[config.mk]
export PLATFORM = sky130hd
export DESIGN_NAME = rr_sel_arbiter_flat
export DESIGN_NICKNAME = d
export VERILOG_FILES = /design/src/rtl/rr_sel_arbiter_if.sv /design/src/rtl/rr_sel_arbiter.sv /design/src/flat_wrapper.sv
export SDC_FILE = /design/constraint.sdc
export NUM_CORES = 1
export LEC_CHECK = 0
export CORE_UTILIZATION = 36
export DETAILED_ROUTE_END_ITERATION = 16
export GPL_TIMING_DRIVEN = 0
export PLACE_DENSITY = 0.75
export SKIP_CTS_REPAIR_TIMING = 1
export SLEW_MARGIN = 20
export SYNTH_ARGS = -nofsm -noshare
export SYNTH_HDL_FRONTEND = slang
export SYNTH_SLANG_ARGS = --single-unit
[constraint.sdc]
create_clock -name clk -period 1.5 [get_ports clk]
set_input_delay 0.45 -clock clk [delete_from_list [all_inputs] [get_ports clk]]
set_output_delay 0.45 -clock clk [all_outputs]
set_load 0.03 [all_outputs]
[src/rtl/rr_sel_arbiter_if.sv]
`default_nettype none
// ============================================================================
//  Module   : rr_sel_arbiter_if
//  Purpose  : Handshake bundle for rr_sel_arbiter (two request streams + out).
//  Revision : 1.0  initial release
// ============================================================================
interface rr_sel_arbiter_if #(
   parameter int DATA_W = 8
);
   logic              a_valid;
   logic [DATA_W-1:0] a_data;
   logic              a_ready;
   logic              b_valid;
   logic [DATA_W-1:0] b_data;
   logic              b_ready;
   logic              out_valid;
   logic [DATA_W-1:0] out_data;
   logic              out_ready;
   logic              sel;

   // slave is the arbiter's view; master is the sources/sink side
   modport slave (
      input  a_valid, a_data, b_valid, b_data, out_ready,
      output a_ready, b_ready, out_valid, out_data, sel
   );
   modport master (
      output a_valid, a_data, b_valid, b_data, out_ready,
      input  a_ready, b_ready, out_valid, out_data, sel
   );
endinterface
`default_nettype wire

[src/rtl/rr_sel_arbiter.sv]
`default_nettype none
// ============================================================================
//  Module   : rr_sel_arbiter
//  Purpose  : Two-input round-robin / fixed-priority arbiter with a registered
//             output word and mux select for the downstream 2:1 mux.
//  Revision : 1.0  initial release
// ============================================================================
module rr_sel_arbiter #(
   parameter int DATA_W = 8,
   parameter bit FAIR   = 1'b1
) (
   input  logic              clk,
   input  logic              rst_n,
   rr_sel_arbiter_if.slave   bus
);

   logic              out_valid_q, out_valid_d;
   logic [DATA_W-1:0] out_data_q,  out_data_d;
   logic              sel_q,       sel_d;
   logic              last_grant_q, last_grant_d;
   logic              load;
   logic              grant_a;
   logic              grant_b;

   always_comb begin
      // Gating with rst_n keeps both readies low while reset is asserted.
      load    = rst_n && (!out_valid_q || bus.out_ready);
      grant_a = load && bus.a_valid &&
                (!bus.b_valid || !FAIR || last_grant_q);
      grant_b = load && bus.b_valid &&
                (!bus.a_valid || (FAIR && !last_grant_q));

      out_valid_d  = out_valid_q;
      out_data_d   = out_data_q;
      sel_d        = sel_q;
      last_grant_d = last_grant_q;

      if (grant_a) begin
         out_valid_d  = 1'b1;
         out_data_d   = bus.a_data;
         sel_d        = 1'b0;
         last_grant_d = 1'b0;
      end else if (grant_b) begin
         out_valid_d  = 1'b1;
         out_data_d   = bus.b_data;
         sel_d        = 1'b1;
         last_grant_d = 1'b1;
      end else if (load) begin
         out_valid_d  = 1'b0;
      end
   end

   always_ff @(posedge clk or negedge rst_n) begin
      if (!rst_n) begin
         out_valid_q  <= 1'b0;
         out_data_q   <= '0;
         sel_q        <= 1'b0;
         last_grant_q <= 1'b1;
      end else begin
         out_valid_q  <= out_valid_d;
         out_data_q   <= out_data_d;
         sel_q        <= sel_d;
         last_grant_q <= last_grant_d;
      end
   end

   assign bus.a_ready   = grant_a;
   assign bus.b_ready   = grant_b;
   assign bus.out_valid = out_valid_q;
   assign bus.out_data  = out_data_q;
   assign bus.sel       = sel_q;

endmodule
`default_nettype wire

[src/flat_wrapper.sv]
// flat-port wrapper written by rule: the top's interface ports become plain ports
module rr_sel_arbiter_flat 
#(
   parameter int DATA_W = 8,
   parameter bit FAIR   = 1'b1
)
  (clk, rst_n, bus_a_valid, bus_a_data, bus_b_valid, bus_b_data, bus_out_ready, bus_a_ready, bus_b_ready, bus_out_valid, bus_out_data, bus_sel);
  rr_sel_arbiter_if #(.DATA_W(DATA_W)) bus_i ();
  input  logic clk;
  input  logic rst_n;
  input wire logic [$bits(bus_i.a_valid)-1:0] bus_a_valid;
  input wire logic [$bits(bus_i.a_data)-1:0] bus_a_data;
  input wire logic [$bits(bus_i.b_valid)-1:0] bus_b_valid;
  input wire logic [$bits(bus_i.b_data)-1:0] bus_b_data;
  input wire logic [$bits(bus_i.out_ready)-1:0] bus_out_ready;
  output wire logic [$bits(bus_i.a_ready)-1:0] bus_a_ready;
  output wire logic [$bits(bus_i.b_ready)-1:0] bus_b_ready;
  output wire logic [$bits(bus_i.out_valid)-1:0] bus_out_valid;
  output wire logic [$bits(bus_i.out_data)-1:0] bus_out_data;
  output wire logic [$bits(bus_i.sel)-1:0] bus_sel;
  assign bus_i.a_valid = bus_a_valid;
  assign bus_i.a_data = bus_a_data;
  assign bus_i.b_valid = bus_b_valid;
  assign bus_i.b_data = bus_b_data;
  assign bus_i.out_ready = bus_out_ready;
  assign bus_a_ready = bus_i.a_ready;
  assign bus_b_ready = bus_i.b_ready;
  assign bus_out_valid = bus_i.out_valid;
  assign bus_out_data = bus_i.out_data;
  assign bus_sel = bus_i.sel;
  rr_sel_arbiter #(.DATA_W(DATA_W), .FAIR(FAIR)) u_core (.clk(clk), .rst_n(rst_n), .bus(bus_i));
endmodule
==> results.toml, run 1 <==
[worst_setup_path]
startpoint = "u_core.bus.out_valid$_DFFE_PN0P_"
crit_chain = "nor2b_4 -> buf_6 -> nor4_4 -> buf_6"
critical_path_class = "flip-flop to output pin"
slowest_stage = "dfrtp_2"
cpMostUsedCell = "buf_6"
worstPathBufferInverterCount = 2
reg2reg_depth = 5
cp.depth = 4
critical_path.max_stage_delay_ns = 0.43
r2r_end = "u_core.bus.out_data[2]$_DFFE_PN0P_"
worstPathRequired_ns = 1.05
endpoint_kind = "output pin"
crit_arrival_ns = 1.49
cp_top_family = "simple AND/OR/NAND/NOR gates"
cp_max_fo = 6
crit_path_start_kind = "flip-flop"
r2r_start = "u_core.bus.out_valid$_DFFE_PN0P_"
worstSetupEndpoint = "bus_a_ready"
r2r_slack_ns = -0.03

[global_route]
grt_max_degree = 16
track_usage = 0.2169
grt_pass1_vias = 755
overflow = 0
grt_pass1_wl_um = 3236
antenna_found_initial = 0

[timing]
hold_viol = 0
period_needed_ns = 1.938
rsz0062_at_grt = "yes"
period_share = 1.292
finClkSkew_ns = 0.005013
setup_viol = 3
setup_ws_ns = -0.4383
maxSlewViolCount = 0
fmax_ghz = 0.5159
slew_headroom = 0.7067
tightestPinTransition_ns = 0.4400

[yosys]
synth_compound_area_frac = 0.2783
ys_ff_latch = 11
seq_area_frac_synth = 0.3968
synthAdderAreaFrac = 0
synthTopCellsByArea = "dfrtp_1 36%, a31oi_1 15%, o41ai_1 10%"
synth-simple-area-share = 0.2424
postSynthCellCount = 74
ys_types = 19
synth_xor_area_frac = 0
yosys_warnings = 0
syn_nets = 95
synth_area_leader_cell = "dfrtp_1"
synth_top_family_by_area = "compound AO/OA/AOI/OAI gates"
synth_top_area_share = 0.3591
syn_area_per_cell_um2 = 9.418
synth_mux_area_frac = 0
syn_area_um2 = 696.9

[floorplan]
rows = 15
core-area_mm2 = 0.001764
fp.dieArea_mm2 = 0.002116
initial_core_util = 0.3950
die_x_um = 46
ios = 33
fp.dieH_um = 46

[drt]
via_count = 830
via_per_inst = 5.685
drt_iter0_drc = 25
wl_per_cell_um = 15.52
drtAntennaViolNets = 0
routed_wl_um = 2266
dr.pass1.iters = 4
drc_errors = 0

[cells_and_area]
fin_area_mm2 = 0.001250
final_core_util = 0.7085
nNetsFinal = 143
drive_gt1_frac = 0.2810
final_cell_mix = "17 x a31oi_1, 16 x clkdlybuf4s50_1, 13 x dlymetal6s2s_1"
diodes = 0
syn2layout_area_growth_pct = 79.35
final_common_cell = "a31oi_1"

[clock_network]
ctsLongestPathBuffers = 2
clkTransAtPathRegs_ns = 0.08
cts_buffers = 3
tritoncts = "built"
cts.sinks = 11
worstSkewPairLatency_ns = 0.28
root_buffer = "clkbuf_4"
htreeDepth = 1

[outcome]
violations = "negative setup slack"
outcome = "complete, but fails checks"

[placement]
port_buffers = 32
dp_hpwl_um = 1448
postPlaceCellArea_mm2 = 0.001061
place.gp.congestion = 0.7812

[worst_hold_path]
holdCritPathClass = "primary input to async pin"

[power_and_ir_drop]
ir_drop_mv = 0.5238
cellPowerDensity_mw_per_mm2 = 957.2
p_leak_nw = 0.5916

[run]
cap_violations = 0
[registers in the layout, summed over array words and instances (netlist names)]
signal / count
u_core.bus.out_valid: 1
u_core.bus.out_data: 8
u_core.last_grant_q: 1
u_core.bus.sel: 1
[cells in the mapped netlist (all sizes together)]
master / count
o41ai: 8
or2: 1
a31oi: 17
nor2: 1
and4: 1
nand2: 10
inv: 2
buf: 6
nand2b: 1
nor4: 1
o21ba: 1
dfrtp: 10
or4: 8
a21o: 1
and3: 1
nor2b: 2
dfstp: 1
clkbuf: 2
[cells by family (layout without fill, tap and decap cells)]
logic type	after synthesis	count (layout)
AOI/OAI and AO/OA	27	27
buffers and inverters	10	57
DFF	11	11
and+or+nand+nor	26	26
[area by class of cell]
class	count	area, µm²
Fill cell	136	514.2
Timing Repair Buffer	43	439.2
Multi-Input combinational cell	53	396.6
Sequential cell	11	277.8
Buffer	8	68.82
Tap cell	25	31.28
Clock buffer	4	26.28
Inverter	2	10.01
[worst register-to-register path: cells and delay by family (launching register included)]
kind | cells | cell delay (ns)
flops | 1 | 0.43
simple gates | 2 | 0.54
buf+inv | 2 | 0.29
compound gates | 1 | 0.19
[layer usage]
layer / track usage / wire, µm / vias to the layer above
met1: 0.2659 / 914 / 393
li1: - / - / 393
met2: 0.3718 / 1177 / 41
met4: 0.1059 / 28 / 0
met5: 0 / 0 / -
met3: 0.02381 / 146 / 3
[how the worst min path moves through the flow]
stage | startpoint | endpoint | cells past startpoint
after floorplan | rst_n | u_core.bus.out_data[0]$_DFFE_PN0P_ | 0
after global placement | u_core.bus.sel$_DFFE_PN0P_ | u_core.bus.sel$_DFFE_PN0P_ | 1
after detailed placement | u_core.bus.sel$_DFFE_PN0P_ | u_core.bus.sel$_DFFE_PN0P_ | 1
after CTS | u_core.bus.sel$_DFFE_PN0P_ | u_core.bus.sel$_DFFE_PN0P_ | 1
after global routing | rst_n | u_core.bus.out_data[0]$_DFFE_PN0P_ | 1
final | rst_n | u_core.bus.out_data[6]$_DFFE_PN0P_ | 1
[through the flow]
stage | std cells | total power, W | setup TNS (ns) | hold WS (ns) | worst slack (ns)
after global routing | 146 | 0.001258 | -0.8985 | 0.01507 | -0.4813
after detailed placement | 131 | 0.0009247 | -12.18 | 0.5048 | -1.659
after floorplan | 74 | 0.0006981 | -0.3162 | 0.1544 | -0.2167
after CTS | 135 | 0.001136 | -11.74 | 0.5221 | -1.670
after global placement | 131 | 0.0009120 | -11.85 | 0.4935 | -1.647
final | 146 | 0.001196 | -0.7223 | 0.006720 | -0.4383
[where the power goes]
part           leakage (nW)  total (W)  switching [W]  internal (W)
clock network        0.0150   0.000216       0.000113      0.000103
logic                 0.455   0.000577       0.000303      0.000274
registers             0.121   0.000403      0.0000387      0.000364
total                 0.592    0.00120       0.000455      0.000741
Power figures use the tool's default switching activity.
==> run 2, diff against run 1 <==
--- a/config.mk
+++ b/config.mk
@@ -5,6 +5,7 @@
 export SDC_FILE = /design/constraint.sdc
 export NUM_CORES = 1
 export LEC_CHECK = 0
+export ABC_AREA = 0
 export CORE_UTILIZATION = 36
 export DETAILED_ROUTE_END_ITERATION = 16
 export GPL_TIMING_DRIVEN = 0
==> results of run 2 <==
Same layout as run 1: the final DEF is identical, and so are final timing and power.
